===== src/rtl/swt16_boot_loader_pkg.sv =====
// Shared definitions for the swt16 boot loader: FSM state encoding and image length width.
package swt16_boot_loader_pkg;

    localparam int unsigned BOOT_LEN_WIDTH = 16;

    typedef enum logic [2:0] {
        StIdle   = 3'd0,
        StLenLo  = 3'd1,
        StLenHi  = 3'd2,
        StDataLo = 3'd3,
        StDataHi = 3'd4,
        StCheck  = 3'd5,
        StDone   = 3'd6,
        StError  = 3'd7
    } bl_state_e;

    // States in which an incoming image byte is consumed.
    function automatic logic bl_rx_state(input bl_state_e st);
        return (st == StLenLo) || (st == StLenHi) || (st == StDataLo) ||
               (st == StDataHi) || (st == StCheck);
    endfunction

endpackage


===== src/rtl/swt16_boot_word_asm.sv =====
// Pairs LO/HI image bytes into instruction words and drives the registered PMEM write port.
module swt16_boot_word_asm
    import swt16_boot_loader_pkg::*;
#(
    parameter int unsigned PMEM_ADDR_WIDTH = 12,
    parameter int unsigned PMEM_WORD_WIDTH = 16,
    parameter int unsigned PC_INCREMENT    = 2,
    parameter int unsigned LOAD_BASE       = 0
) (
    input  logic                       clk_i,
    input  logic                       rst_ni,
    input  logic                       clear_i,
    input  logic                       lo_we_i,
    input  logic                       hi_we_i,
    input  logic [7:0]                 byte_i,
    output logic [PMEM_ADDR_WIDTH-1:0] pmem_addr_o,
    output logic [PMEM_WORD_WIDTH-1:0] pmem_word_o,
    output logic                       pmem_we_o,
    output logic [PMEM_ADDR_WIDTH-1:0] words_loaded_o
);

    localparam logic [PMEM_ADDR_WIDTH-1:0] BaseAddr = PMEM_ADDR_WIDTH'(LOAD_BASE);
    localparam logic [PMEM_ADDR_WIDTH-1:0] AddrStep = PMEM_ADDR_WIDTH'(PC_INCREMENT);

    logic [7:0]                 lo_q;
    logic [PMEM_WORD_WIDTH-1:0] word_q;
    logic                       we_q;
    logic [PMEM_ADDR_WIDTH-1:0] addr_q, addr_d;
    logic [PMEM_ADDR_WIDTH-1:0] cnt_q, cnt_d;

    // Address and count advance only after the strobe has used the current address.
    always_comb begin
        addr_d = addr_q;
        cnt_d  = cnt_q;
        if (clear_i) begin
            addr_d = BaseAddr;
            cnt_d  = '0;
        end else if (we_q) begin
            addr_d = addr_q + AddrStep;
            cnt_d  = cnt_q + PMEM_ADDR_WIDTH'(1);
        end
    end

    always_ff @(posedge clk_i or negedge rst_ni) begin
        if (!rst_ni) begin
            lo_q   <= '0;
            word_q <= '0;
            we_q   <= 1'b0;
            addr_q <= BaseAddr;
            cnt_q  <= '0;
        end else begin
            if (lo_we_i) begin
                lo_q <= byte_i;
            end
            if (hi_we_i) begin
                word_q <= PMEM_WORD_WIDTH'({byte_i, lo_q});
            end
            we_q   <= hi_we_i;
            addr_q <= addr_d;
            cnt_q  <= cnt_d;
        end
    end

    assign pmem_addr_o    = addr_q;
    assign pmem_word_o    = word_q;
    assign pmem_we_o      = we_q;
    assign words_loaded_o = cnt_q;

endmodule


===== src/rtl/swt16_boot_loader.sv =====
// swt16 program loader: byte stream -> PMEM words, holds the core in reset until loaded.
// Optional trailing XOR checksum byte enabled by defining SWT16_BOOT_CHECKSUM_EN.
module swt16_boot_loader
    import swt16_boot_loader_pkg::*;
#(
    parameter int unsigned PMEM_ADDR_WIDTH = 12,
    parameter int unsigned PMEM_WORD_WIDTH = 16,
    parameter int unsigned PMEM_NUM_WORDS  = 2048,
    parameter int unsigned PC_INCREMENT    = 2,
    parameter int unsigned LOAD_BASE       = 0
) (
    input  logic                       clock,
    input  logic                       reset,
    input  logic                       in_start,
    input  logic                       in_rx_valid,
    input  logic [7:0]                 in_rx_byte,
    output logic                       out_rx_ready,
    output logic [PMEM_ADDR_WIDTH-1:0] out_pmem_addr,
    output logic [PMEM_WORD_WIDTH-1:0] out_pmem_word,
    output logic                       out_pmem_write_en,
    output logic                       out_core_hold,
    output logic                       out_done,
    output logic                       out_error,
    output logic [PMEM_ADDR_WIDTH-1:0] out_words_loaded
);

    localparam logic [BOOT_LEN_WIDTH-1:0] MaxLen = BOOT_LEN_WIDTH'(PMEM_NUM_WORDS);
`ifdef SWT16_BOOT_CHECKSUM_EN
    localparam bl_state_e StAfterData = StCheck;
`else
    localparam bl_state_e StAfterData = StDone;
`endif

    bl_state_e                 state_q, state_d;
    logic [7:0]                len_lo_q;
    logic [BOOT_LEN_WIDTH-1:0] len_q;
    logic                      done_q, error_q, hold_q;
    logic                      accept, start_ok;
    logic [BOOT_LEN_WIDTH-1:0] len_full, next_cnt;

    assign out_rx_ready = bl_rx_state(state_q);
    assign accept       = in_rx_valid && out_rx_ready;
    assign start_ok     = in_start && (state_q inside {StIdle, StDone, StError});
    assign len_full     = {in_rx_byte, len_lo_q};
    // Words loaded once the word being accepted now has been written.
    assign next_cnt     = BOOT_LEN_WIDTH'(out_words_loaded) + BOOT_LEN_WIDTH'(1);

`ifdef SWT16_BOOT_CHECKSUM_EN
    logic [7:0] cs_q;

    always_ff @(posedge clock or negedge reset) begin
        if (!reset) begin
            cs_q <= '0;
        end else if (start_ok) begin
            cs_q <= '0;
        end else if (accept && (state_q != StCheck)) begin
            cs_q <= cs_q ^ in_rx_byte;
        end
    end
`endif

    always_comb begin
        state_d = state_q;
        if (start_ok) begin
            state_d = StLenLo;
        end else if (accept) begin
            unique case (state_q)
                StLenLo:  state_d = StLenHi;
                StLenHi: begin
                    if (len_full == '0) begin
                        state_d = StAfterData;
                    end else if (len_full > MaxLen) begin
                        state_d = StError;
                    end else begin
                        state_d = StDataLo;
                    end
                end
                StDataLo: state_d = StDataHi;
                StDataHi: state_d = (next_cnt == len_q) ? StAfterData : StDataLo;
`ifdef SWT16_BOOT_CHECKSUM_EN
                StCheck:  state_d = (in_rx_byte == cs_q) ? StDone : StError;
`endif
                default:  state_d = state_q;
            endcase
        end
    end

    always_ff @(posedge clock or negedge reset) begin
        if (!reset) begin
            state_q  <= StIdle;
            len_lo_q <= '0;
            len_q    <= '0;
            done_q   <= 1'b0;
            error_q  <= 1'b0;
            hold_q   <= 1'b1;
        end else begin
            state_q <= state_d;
            if (accept && (state_q == StLenLo)) begin
                len_lo_q <= in_rx_byte;
            end
            if (accept && (state_q == StLenHi)) begin
                len_q <= len_full;
            end
            done_q  <= (state_d == StDone);
            error_q <= (state_d == StError);
            hold_q  <= (state_d != StDone);
        end
    end

    assign out_done      = done_q;
    assign out_error     = error_q;
    assign out_core_hold = hold_q;

    swt16_boot_word_asm #(
        .PMEM_ADDR_WIDTH (PMEM_ADDR_WIDTH),
        .PMEM_WORD_WIDTH (PMEM_WORD_WIDTH),
        .PC_INCREMENT    (PC_INCREMENT),
        .LOAD_BASE       (LOAD_BASE)
    ) u_word_asm (
        .clk_i          (clock),
        .rst_ni         (reset),
        .clear_i        (start_ok),
        .lo_we_i        (accept && (state_q == StDataLo)),
        .hi_we_i        (accept && (state_q == StDataHi)),
        .byte_i         (in_rx_byte),
        .pmem_addr_o    (out_pmem_addr),
        .pmem_word_o    (out_pmem_word),
        .pmem_we_o      (out_pmem_write_en),
        .words_loaded_o (out_words_loaded)
    );

endmodule


===== config.mk =====
export PLATFORM = sky130hd
export DESIGN_NAME = swt16_boot_loader
export DESIGN_NICKNAME = d
export VERILOG_FILES = /design/src/rtl/swt16_boot_loader_pkg.sv /design/src/rtl/swt16_boot_word_asm.sv /design/src/rtl/swt16_boot_loader.sv
export SDC_FILE = /design/constraint.sdc
export NUM_CORES = 1
export LEC_CHECK = 0
export ABC_CLOCK_PERIOD_IN_PS = 2200
export CORE_UTILIZATION = 54
export DETAILED_ROUTE_END_ITERATION = 12
export GPL_TIMING_DRIVEN = 0
export MAX_ROUTING_LAYER = met4
export PLACE_DENSITY = 0.92
export SLEW_MARGIN = 20
export SYNTH_ARGS = -nofsm -noshare
export SYNTH_HDL_FRONTEND = slang
export SYNTH_SLANG_ARGS = --single-unit

===== constraint.sdc =====
create_clock -name clock -period 2.2 [get_ports clock]
set_input_delay 0.44 -clock clock [delete_from_list [all_inputs] [get_ports clock]]
set_output_delay 0.44 -clock clock [all_outputs]
set_load 0.05 [all_outputs]

==> results_dict.tcl, run 1 <==
set metrics [dict create \
    h-tree-depth 3 \
    status "complete, no violations" \
    slew_headroom_pct 57.94 \
    grt_pass1_wl_um 13220 \
    syn_nets 342 \
    leakage_nw 1.968 \
    clk_pin_slew_ns 0.08 \
    cp_max_fo 7 \
    track_usage_pct 24.19 \
    synthCells 328 \
    ys_ff_latch 78 \
    drive_gt1_share_pct 20.15 \
    antenna_cells 0 \
    max_freq_mhz 465.0 \
    timing.final.hold_violations 0 \
    syn_area_per_cell_um2 11.44 \
    cp_top_family "buffers and inverters" \
    async_flop_share_pct 100.0 \
    hold_buffers 0 \
    io_buffers 55 \
    hp-class "input pin to asynchronous set/reset pin" \
    final_area_um2 4677 \
    finalCritPeriodShare_pct 97.76 \
    final_nets 413 \
    routed-via-count 2760 \
    drt_iter0_drc 124 \
    path_buf_inv 1 \
    die_y_um 85.36 \
    grt_pass1_vias 2756 \
    cts_buffers 9 \
    drtAntennaViolNets 0 \
    cts_tree "done" \
    maxSlewViolCount 0 \
    critical_path.max_stage_delay_ns 0.86 \
    skew_ns 0.004428 \
    clock_path_buffers 2 \
    remaining_drc_errors 0 \
    grt-ovfl-total 0 \
    ir_drop_v 0.0009860 \
    via_per_inst 5.726 \
    gp_congestion 0.8883 \
    placed_area_um2 4436 \
    worstPathCellList "clkdlybuf4s50_1" \
    synthFlopType "dfrtp_1" \
    wl_um 7940 \
    powerDensity_nw_per_um2 1285 \
    dr.pass1.iters 4 \
    clock_latency_ns 0.34 \
    setup_violations 0 \
    synth_seq_area_share_pct 52.05 \
    synthDistinctLibCells 53 \
    die_w_um 85.36 \
    io_pins 57 \
    rows 30 \
    start_util_pct 55.54 \
    antenna_found_initial 0 \
    worstPathArrival_ns 1.71 \
    area_growth_pct 24.64 \
    dp_hpwl_um 5633 \
    startpoint_type "flip-flop" \
    yosys_warnings 0 \
    cts-root-buf "clkbuf_8" \
    crit_type "flip-flop to output port" \
    worst_pin_slew_ns 0.6281 \
    wl_per_cell_um 16.47 \
    slowest_stage "clkdlybuf4s50_1" \
    cp.required_ns 1.76 \
    grt_max_degree 52 \
    cp-end-kind "output port" \
    synth_edf_count 0 \
    synthesis.area_um2 3752 \
    post-route-util_pct 69.22 \
    finalCriticalPeriod_ns 2.151 \
    clkSinkCount 78 \
    coreArea_um2 6756 \
    die_area_um2 7286 \
    max_cap_viol_count 0 \
]
[stage by stage]
step / setup slack [ns] / power [mW] / cells / hold WS [ns] / setup TNS (ns)
after floorplan: 0.02730 / 4.114 / 328 / 0.1444 / 0
after global placement: -2.126 / 4.810 / 463 / 0.4681 / -150.57
after detailed placement: -0.3102 / 4.921 / 464 / 0.3866 / -7.103
after CTS: 0.03767 / 5.996 / 480 / 0.01351 / 0
after global routing: -0.02689 / 6.325 / 482 / 0.03207 / -0.03403
final: 0.04935 / 6.008 / 482 / 0.01069 / 0
[final cells by class]
class | instances | area, um^2
Buffer | 14 | 72.57
Clock buffer | 9 | 123.9
Clock inverter | 5 | 52.55
Fill cell | 446 | 2079
Inverter | 6 | 22.52
Multi-Input combinational cell | 229 | 1730
Sequential cell | 78 | 1961
Tap cell | 80 | 100.1
Timing Repair Buffer | 61 | 614.3
[cells in the mapped netlist, types with 5 or more instances]
cell type	count	share of area, %
dfrtp_1	77	51
nor2_1	33	3.3
mux2_2	32	9.6
xor2_1	18	4.2
nand2_1	17	1.7
mux2_1	16	4.8
xnor2_1	15	3.5
nand3_1	12	1.6
nand4_1	9	1.5
a21oi_1	8	1.1
clkbuf_1	8	0.80
inv_1	6	0.60
nor3_1	5	0.67
nor4_1	5	0.83
[kinds of logic (layout without fill, tap and decap cells)]
kind of cell | after synthesis | after routing | share of synthesized area (%)
mux | 50 | 50 | 14.94
buf+inv | 21 | 95 | 2.601
compound gates | 31 | 31 | 5.769
simple gates | 112 | 112 | 16.17
fa+ha+maj | 2 | 2 | 0.6668
flops | 78 | 78 | 52.05
xor+xnor | 33 | 33 | 7.703
other cells | 1 | 1 | 0.09994
[layer usage]
layer	global-route usage [%]	routed length, um	vias up
li1	-	-	1297
met1	30.63	3521	1363
met2	38.34	3903	84
met3	5.058	344	16
met4	9.545	170	0
met5	-	0	-
[where the power goes]
part,total (mW),switching [mW],leakage [nW],internal [mW]
clock network,1.01,0.502,0.0907,0.506
logic,2.67,1.57,0.895,1.10
registers,2.33,0.371,0.982,1.96
total,6.01,2.44,1.97,3.57
[registers in the layout, indices dropped and copies added, names as in the netlist]
name                       cells
len_lo_q                       8
len_q                         16
out_core_hold                  1
out_done                       1
out_error                      1
state_q                        3
u_word_asm.lo_q                8
u_word_asm.pmem_addr_o        11
u_word_asm.pmem_we_o           1
u_word_asm.pmem_word_o        16
u_word_asm.words_loaded_o     12
[worst paths after layout]
| check | end | cells past startpoint | slack, ns | startpoint |
|---|---|---|---|---|
| max | out_words_loaded[7] | 1 | 0.05 | u_word_asm.words_loaded_o[7]$_DFFE_PN0P_ |
| max in group asynchronous | u_word_asm.words_loaded_o[2]$_DFFE_PN0P_ | 2 | 1.62 | reset |
| min in group clock | u_word_asm.pmem_word_o[8]$_DFFE_PN0P_ | 1 | 0.49 | u_word_asm.pmem_word_o[8]$_DFFE_PN0P_ |
| min | state_q[1]$_DFF_PN0_ | 1 | 0.01 | reset |
| min reg2reg | u_word_asm.pmem_word_o[8]$_DFFE_PN0P_ | 1 | 0.49 | u_word_asm.pmem_word_o[8]$_DFFE_PN0P_ |
| max reg2reg | state_q[0]$_DFF_PN0_ | 8 | 0.09 | u_word_asm.words_loaded_o[0]$_DFFE_PN0P_ |
[cells in the final DEF, fill, tap and decap left out, drive strengths merged, types with 5 or more instances in the layout]
cell / count
and2: 5
inv: 6
clkbuf: 16
nand4: 9
nor3: 5
nor2: 33
xnor2: 15
a21oi: 8
buf: 14
nor4: 5
mux2: 48
dfrtp: 77
xor2: 18
nand3: 12
and3: 5
nand2: 18
clkdlybuf4s50: 53
[repair_timing]
item                                    4_1_cts  5_1_grt
hold endpoints to repair                      0        0
setup buffers                                 2        3
endpoints found under the setup margin        5       23
pin swaps                                     0        4
resized for setup                             8        2
Note: power is estimated with default switching activity, not from simulation.
==> run 2: changes to the inputs <==
- ABC_AREA: default -> 1
- ABC_CLOCK_PERIOD_IN_PS: 2200 -> 2700
- CORE_UTILIZATION: 54 -> 58
- PLACE_DENSITY: 0.92 -> 0.95
- clock period: 2.2 -> 2.7 ns (I/O delays scaled with it)
==> run 2 against run 1 <==
  * Cell count grew 28%
  * Die area decreased by 7.9%
  * Setup slack gained 0.33 ns
  * Non-clock buffer count is 9 lower
  * Synthesized area fell by 1.2%
  * Critical path type is now flip-flop to flip-flop
  * Highest routed layer unchanged
==> results_dict.tcl, run 2 <==
set metrics [dict create \
    start_util_pct 61.50 \
    async_flop_share_pct 100.0 \
    synth_edf_count 0 \
    synth.largest_area_cell "dfrtp_1" \
    remaining_drc_errors 0 \
    dp_hpwl_um 6555 \
    clk_pin_slew_ns 0.08 \
    die_w_um 81.94 \
    cts_buffers 9 \
    grt_max_degree 59 \
    wl_um 9096 \
    ys_ff_latch 78 \
    clkSinkCount 78 \
    cts-root-buf "clkbuf_8" \
    hp-class "input pin to asynchronous set/reset pin" \
    rows 28 \
    clock_path_buffers 2 \
    max_freq_mhz 431.6 \
    synthCells 471 \
    crit_type "flip-flop to flip-flop" \
    synthFlopType "dfrtp_1" \
    drtAntennaViolNets 0 \
    synth_top_area_share_pct 51.99 \
    final_common_cell "nand2_1" \
    ir_drop_v 0.0008364 \
    cp.required_ns 2.98 \
    h-tree-depth 3 \
    p_comb_share_pct 40.2 \
    io_buffers 55 \
    max_cap_viol_count 0 \
    synthesis.area_um2 3706 \
    synth_seq_area_share_pct 52.70 \
    antenna_cells 0 \
    hold_buffers 0 \
    syn_nets 485 \
    area_growth_pct 24.14 \
    cts_tree "done" \
    switchingPower_mw 2.008 \
    timing.rr.end "out_done$_DFF_PN0_" \
    cell_internal_pwr_mw 2.694 \
    track_usage_pct 30.71 \
    gp_congestion 0.9009 \
    syn_area_per_cell_um2 7.868 \
    leakage_nw 2.174 \
    synthTopCellsByCount "nand2_1 (139), dfrtp_1 (77), inv_1 (71)" \
    switching_share_pct 42.70 \
    die_y_um 81.94 \
    coreArea_um2 6026 \
    p_total_mw 4.702 \
    mostFrequentLayoutCells "nand2_1 (139), dfrtp_1 (77), inv_1 (71), o21ai_0 (57), clkdlybuf4s50_1 (53)" \
    r2r_start "u_word_asm.words_loaded_o[0]$_DFFE_PN0P_" \
    p_seq_share_pct 38.8 \
    timing.final.hold_violations 0 \
    finalCritPeriodShare_pct 85.80 \
    maxSlewViolCount 0 \
    antenna_found_initial 0 \
    die_area_um2 6713 \
    yosys_warnings 0 \
    routed-via-count 3426 \
    r2r_slack_ns 0.38 \
    worstPathArrival_ns 2.60 \
    rsz0062_at_grt "no" \
    grt-ovfl-total 0 \
    skew_ns 0.01006 \
    grt_pass1_vias 3337 \
    startpoint_type "flip-flop" \
    status "complete, no violations" \
    io_pins 57 \
    pwr-share-clk_pct 21.0 \
    synth_most_common_cell "nand2_1" \
    cp-end-kind "flip-flop" \
    slew_headroom_pct 61.16 \
    dr.pass1.iters 5 \
    drt_iter0_drc 307 \
    drive_gt1_share_pct 5.525 \
    setup_violations 0 \
    grt_pass1_wl_um 14930 \
    worst_pin_slew_ns 0.5805 \
    powerDensity_nw_per_um2 1022 \
    final_nets 552 \
    wl_per_cell_um 14.72 \
    post_synth_main_area_contributors "dfrtp_1 (52%), nand2_1 (14%), o21ai_0 (7.7%)" \
    synthDistinctLibCells 29 \
    finalCriticalPeriod_ns 2.317 \
    via_per_inst 5.544 \
    cp_max_fo 8 \
    clock_latency_ns 0.35 \
    setup_tns_ns 0 \
    rr_worst_depth 15 \
]
[run 2: changes by cell type after synthesis, sizes merged, moves of 5 or more]
cell,change
o22ai,+6
nand3,+17
inv,+65
nand3b,+6
xor2,-18
xnor2,-15
o21ai,+56
nand2,+123
and2,-5
mux2,-48
[run 2: logic make-up after synthesis]
kind of cell	count (synthesis)	synth area share (%)
other	1	0.1012
buffers and inverters	83	8.609
and+or+nand+nor	222	25.89
AOI/OAI and AO/OA	85	12.02
DFF	78	52.70
adders and majority gates	2	0.6751
[run 2: cell type report]
type	count	area (um^2)
Buffer	10	45.04
Clock buffer	11	141.4
Clock inverter	5	81.33
Fill cell	430	1425
Inverter	73	274.0
Multi-Input combinational cell	310	1434
Sequential cell	78	1953
Tap cell	75	93.84
Timing Repair Buffer	56	578.1
[run 2: worst max-delay path by stage]
stage / endpoint / depth (start not counted) / from / slack [ns]
2_1_floorplan: out_error$_DFF_PN0_ / 15 / u_word_asm.words_loaded_o[0]$_DFFE_PN0P_ / 0.57
3_3_place_gp: u_word_asm.pmem_word_o[4]$_DFFE_PN0P_ / 1 / reset / -1.49
3_5_place_dp: u_word_asm.lo_q[4]$_DFFE_PN0P_ / 5 / in_rx_valid / 0.33
4_1_cts: out_rx_ready / 5 / state_q[0]$_DFF_PN0_ / 0.11
5_1_grt: out_error$_DFF_PN0_ / 15 / u_word_asm.words_loaded_o[0]$_DFFE_PN0P_ / 0.22
6_report: out_done$_DFF_PN0_ / 15 / u_word_asm.words_loaded_o[0]$_DFFE_PN0P_ / 0.38
[run 2: power by group through the flow]
| stage | combinational [mW] | clock (mW) | sequential, mW |
|---|---|---|---|
| finish | 1.89 | 0.987 | 1.83 |
| detailed placement | 1.86 | 0 | 1.82 |
| global placement | 1.78 | 0 | 1.80 |
| global route | 2.07 | 1.04 | 1.86 |
| CTS | 1.89 | 0.990 | 1.81 |
| floorplan | 0.819 | 0 | 2.23 |
[run 2: stage by stage]
step	util (%)	hold slack, ns	area [um^2]	worst slack (ns)	std cells
3_5_place_dp	72.61	0.4513	4375	0.3267	602
2_1_floorplan	-	0.2444	3706	0.5715	471
5_1_grt	76.35	0.07269	4601	0.2156	618
6_report	76.35	0.07269	4601	0.3833	618
4_1_cts	76.31	0.07590	4598	0.1123	618
3_3_place_gp	72.20	0.4478	4350	-1.493	601
[run 2: timing repair]
| action | in CTS | in global routing |
|---|---|---|
| resized for setup | 0 | 1 |
| setup endpoints to repair | 0 | 1 |
| buffers inserted | 0 | 0 |
[run 2: critical path: stages, from the launching register on]
cell and delay (ns):
dfrtp_1 0.48, ha_1 0.23, nand2_2 0.14, nor2_4 0.15
nand2_1 0.07, nand2_1 0.09, nand2_1 0.08, nand2_1 0.06
nand2_1 0.05, nor2_1 0.22, nand3_1 0.14, o21ai_1 0.17
nand2_1 0.10, nand2_1 0.10, nand2_1 0.08, nor2_1 0.08
[run 2: routing by layer]
layer / track usage (%) / wire [um]
met1: 37.06 / 3841
met2: 50.50 / 4546
met3: 5.556 / 520
met4: 13.16 / 188
met5: - / 0
==> run 3: changes to the inputs <==
- SETUP_SLACK_MARGIN: default -> 0.5
==> run 3 against run 2 <==
  * Sequential share of layout area decreased by 0.57 points
  * Clock skew decreased by 0.0047 ns
  * Worst hold slack got worse by 0.0024 ns
  * Critical path depth decreased by 13
  * Cell count increased by 0.65%
  * Wire length increased by 3.0%
  * First-iteration DRC count decreased by 13%
  * Highest routed layer unchanged
==> results_dict.tcl, run 3 (synthesis gave the netlist of run 2 again) <==
set metrics [dict create \
    max_cap_viol_count 0 \
    wl_per_cell_um 15.06 \
    area_growth_pct 26.00 \
    cts_buffers 9 \
    final_common_cell "nand2_1" \
    dr.pass1.iters 5 \
    die_w_um 81.94 \
    remaining_drc_errors 0 \
    antenna_cells 0 \
    via_per_inst 5.592 \
    die_area_um2 6713 \
    mostFrequentLayoutCells "nand2_1 (139), dfrtp_1 (75), inv_1 (71), o21ai_0 (57), clkdlybuf4s50_1 (45)" \
    grt_pass1_wl_um 14890 \
    crit_type "flip-flop to output port" \
    rsz0062_at_grt "yes" \
    final_nets 556 \
    start_util_pct 61.50 \
    ir_drop_v 0.0008391 \
    timing.final.hold_violations 0 \
    coreArea_um2 6026 \
    clkSinkCount 78 \
    cp_max_fo 5 \
    cp-startpoint "u_word_asm.words_loaded_o[0]$_DFFE_PN0P_" \
    track_usage_pct 30.63 \
    grt_max_degree 59 \
    cts_tree "done" \
    cp.required_ns 2.16 \
    max_freq_mhz 442.2 \
    drt_iter0_drc 266 \
    status "complete, no violations" \
    powerDensity_nw_per_um2 1016 \
    h-tree-depth 3 \
    finalCriticalPeriod_ns 2.261 \
    hp-class "input pin to asynchronous set/reset pin" \
    io_pins 57 \
    slew_headroom_pct 59.44 \
    dp_cells 602 \
    grt_pass1_vias 3348 \
    fillers 418 \
    dp_hpwl_um 6555 \
    skew_ns 0.005340 \
    antenna_found_initial 0 \
    clock_path_buffers 2 \
    drive_gt1_share_pct 7.678 \
    clock_latency_ns 0.35 \
    drtAntennaViolNets 0 \
    clk_pin_slew_ns 0.09 \
    cp-end-kind "output port" \
    cts-root-buf "clkbuf_8" \
    leakage_nw 2.324 \
    io_buffers 55 \
    startpoint_type "flip-flop" \
    maxSlewViolCount 0 \
    wl_um 9368 \
    finalCritPeriodShare_pct 83.76 \
    worst_pin_slew_ns 0.6061 \
    worstPathArrival_ns 1.72 \
    rows 28 \
    final_cells 622 \
    p_total_mw 4.745 \
    die_y_um 81.94 \
    gp_congestion 0.9009 \
    routed-via-count 3478 \
    grt-ovfl-total 0 \
    setup_violations 0 \
    r2r_start "u_word_asm.words_loaded_o[0]$_DFFE_PN0P_" \
]
==> run 3: timing repair <==
action,in CTS,in global routing
pin swaps,0,0
buffers inserted,1,3
hold buffers,0,0
hold endpoints to repair,0,0
gates resized for setup,5,17
setup endpoints to repair,7,13
cloned,0,0
==> run 3: power breakdown <==
part	internal, mW	leakage, nW	switching, mW
Sequential	1.55	1.01	0.279
Combinational	0.606	1.20	1.31
Clock	0.549	0.110	0.451
Total	2.70	2.32	2.04
==> run 3: worst max-delay path, cell delays in order (launching register included) <==
cell,delay [ns]
dfrtp_2,0.44
buf_4,0.14
clkdlybuf4s50_1,0.79
==> run 3: final cells by class <==
class / instances / area, um^2 / share of cell area, %
flip-flops and latches: 78 / 1956 / 41.88
multi-input cells: 310 / 1461 / 31.30
repair buffers: 60 / 616.8 / 13.21
inverters: 73 / 274.0 / 5.868
clock buffers: 11 / 141.4 / 3.028
well taps: 75 / 93.84 / 2.010
clock inverters: 5 / 81.33 / 1.742
plain buffers: 10 / 45.04 / 0.9646
==> run 3: stage by stage <==
step	TNS, ns	hold WS [ns]	cell area (um^2)	util (%)	setup slack [ns]
2_1_floorplan	0	0.2444	3706	-	0.5715
3_3_place_gp	-115.19	0.4478	4350	72.20	-1.493
3_5_place_dp	0	0.4513	4375	72.61	0.3267
4_1_cts	0	0.07590	4607	76.45	0.5048
5_1_grt	0	0.07269	4669	77.49	0.4215
6_report	0	0.07028	4669	77.49	0.4385
==> run 3: final timing paths <==
path	to	slack [ns]	cells past startpoint
setup reg to reg	out_error$_DFF_PN0_	0.62	15
hold / removal	u_word_asm.words_loaded_o[8]$_DFFE_PN0P_	0.07	1
max in group asynchronous	u_word_asm.words_loaded_o[0]$_DFFE_PN0P_	2.05	2
hold reg to reg	u_word_asm.pmem_addr_o[11]$_DFFE_PN0P_	0.48	1
setup / recovery	out_words_loaded[0]	0.44	2
min in group clock	u_word_asm.pmem_addr_o[11]$_DFFE_PN0P_	0.48	1
==> run 3: layer usage <==
layer  global-route usage (%)  share of wire [%]  vias to the layer above  wire (um)
met1                    36.84                 41                     1661       3876
met2                    50.25                 50                      153       4700
li1                         -                  -                     1640          -
met4                    13.68                2.1                        0        201
met5                        -                  0                        -          0
met3                    5.556                6.3                       24        590
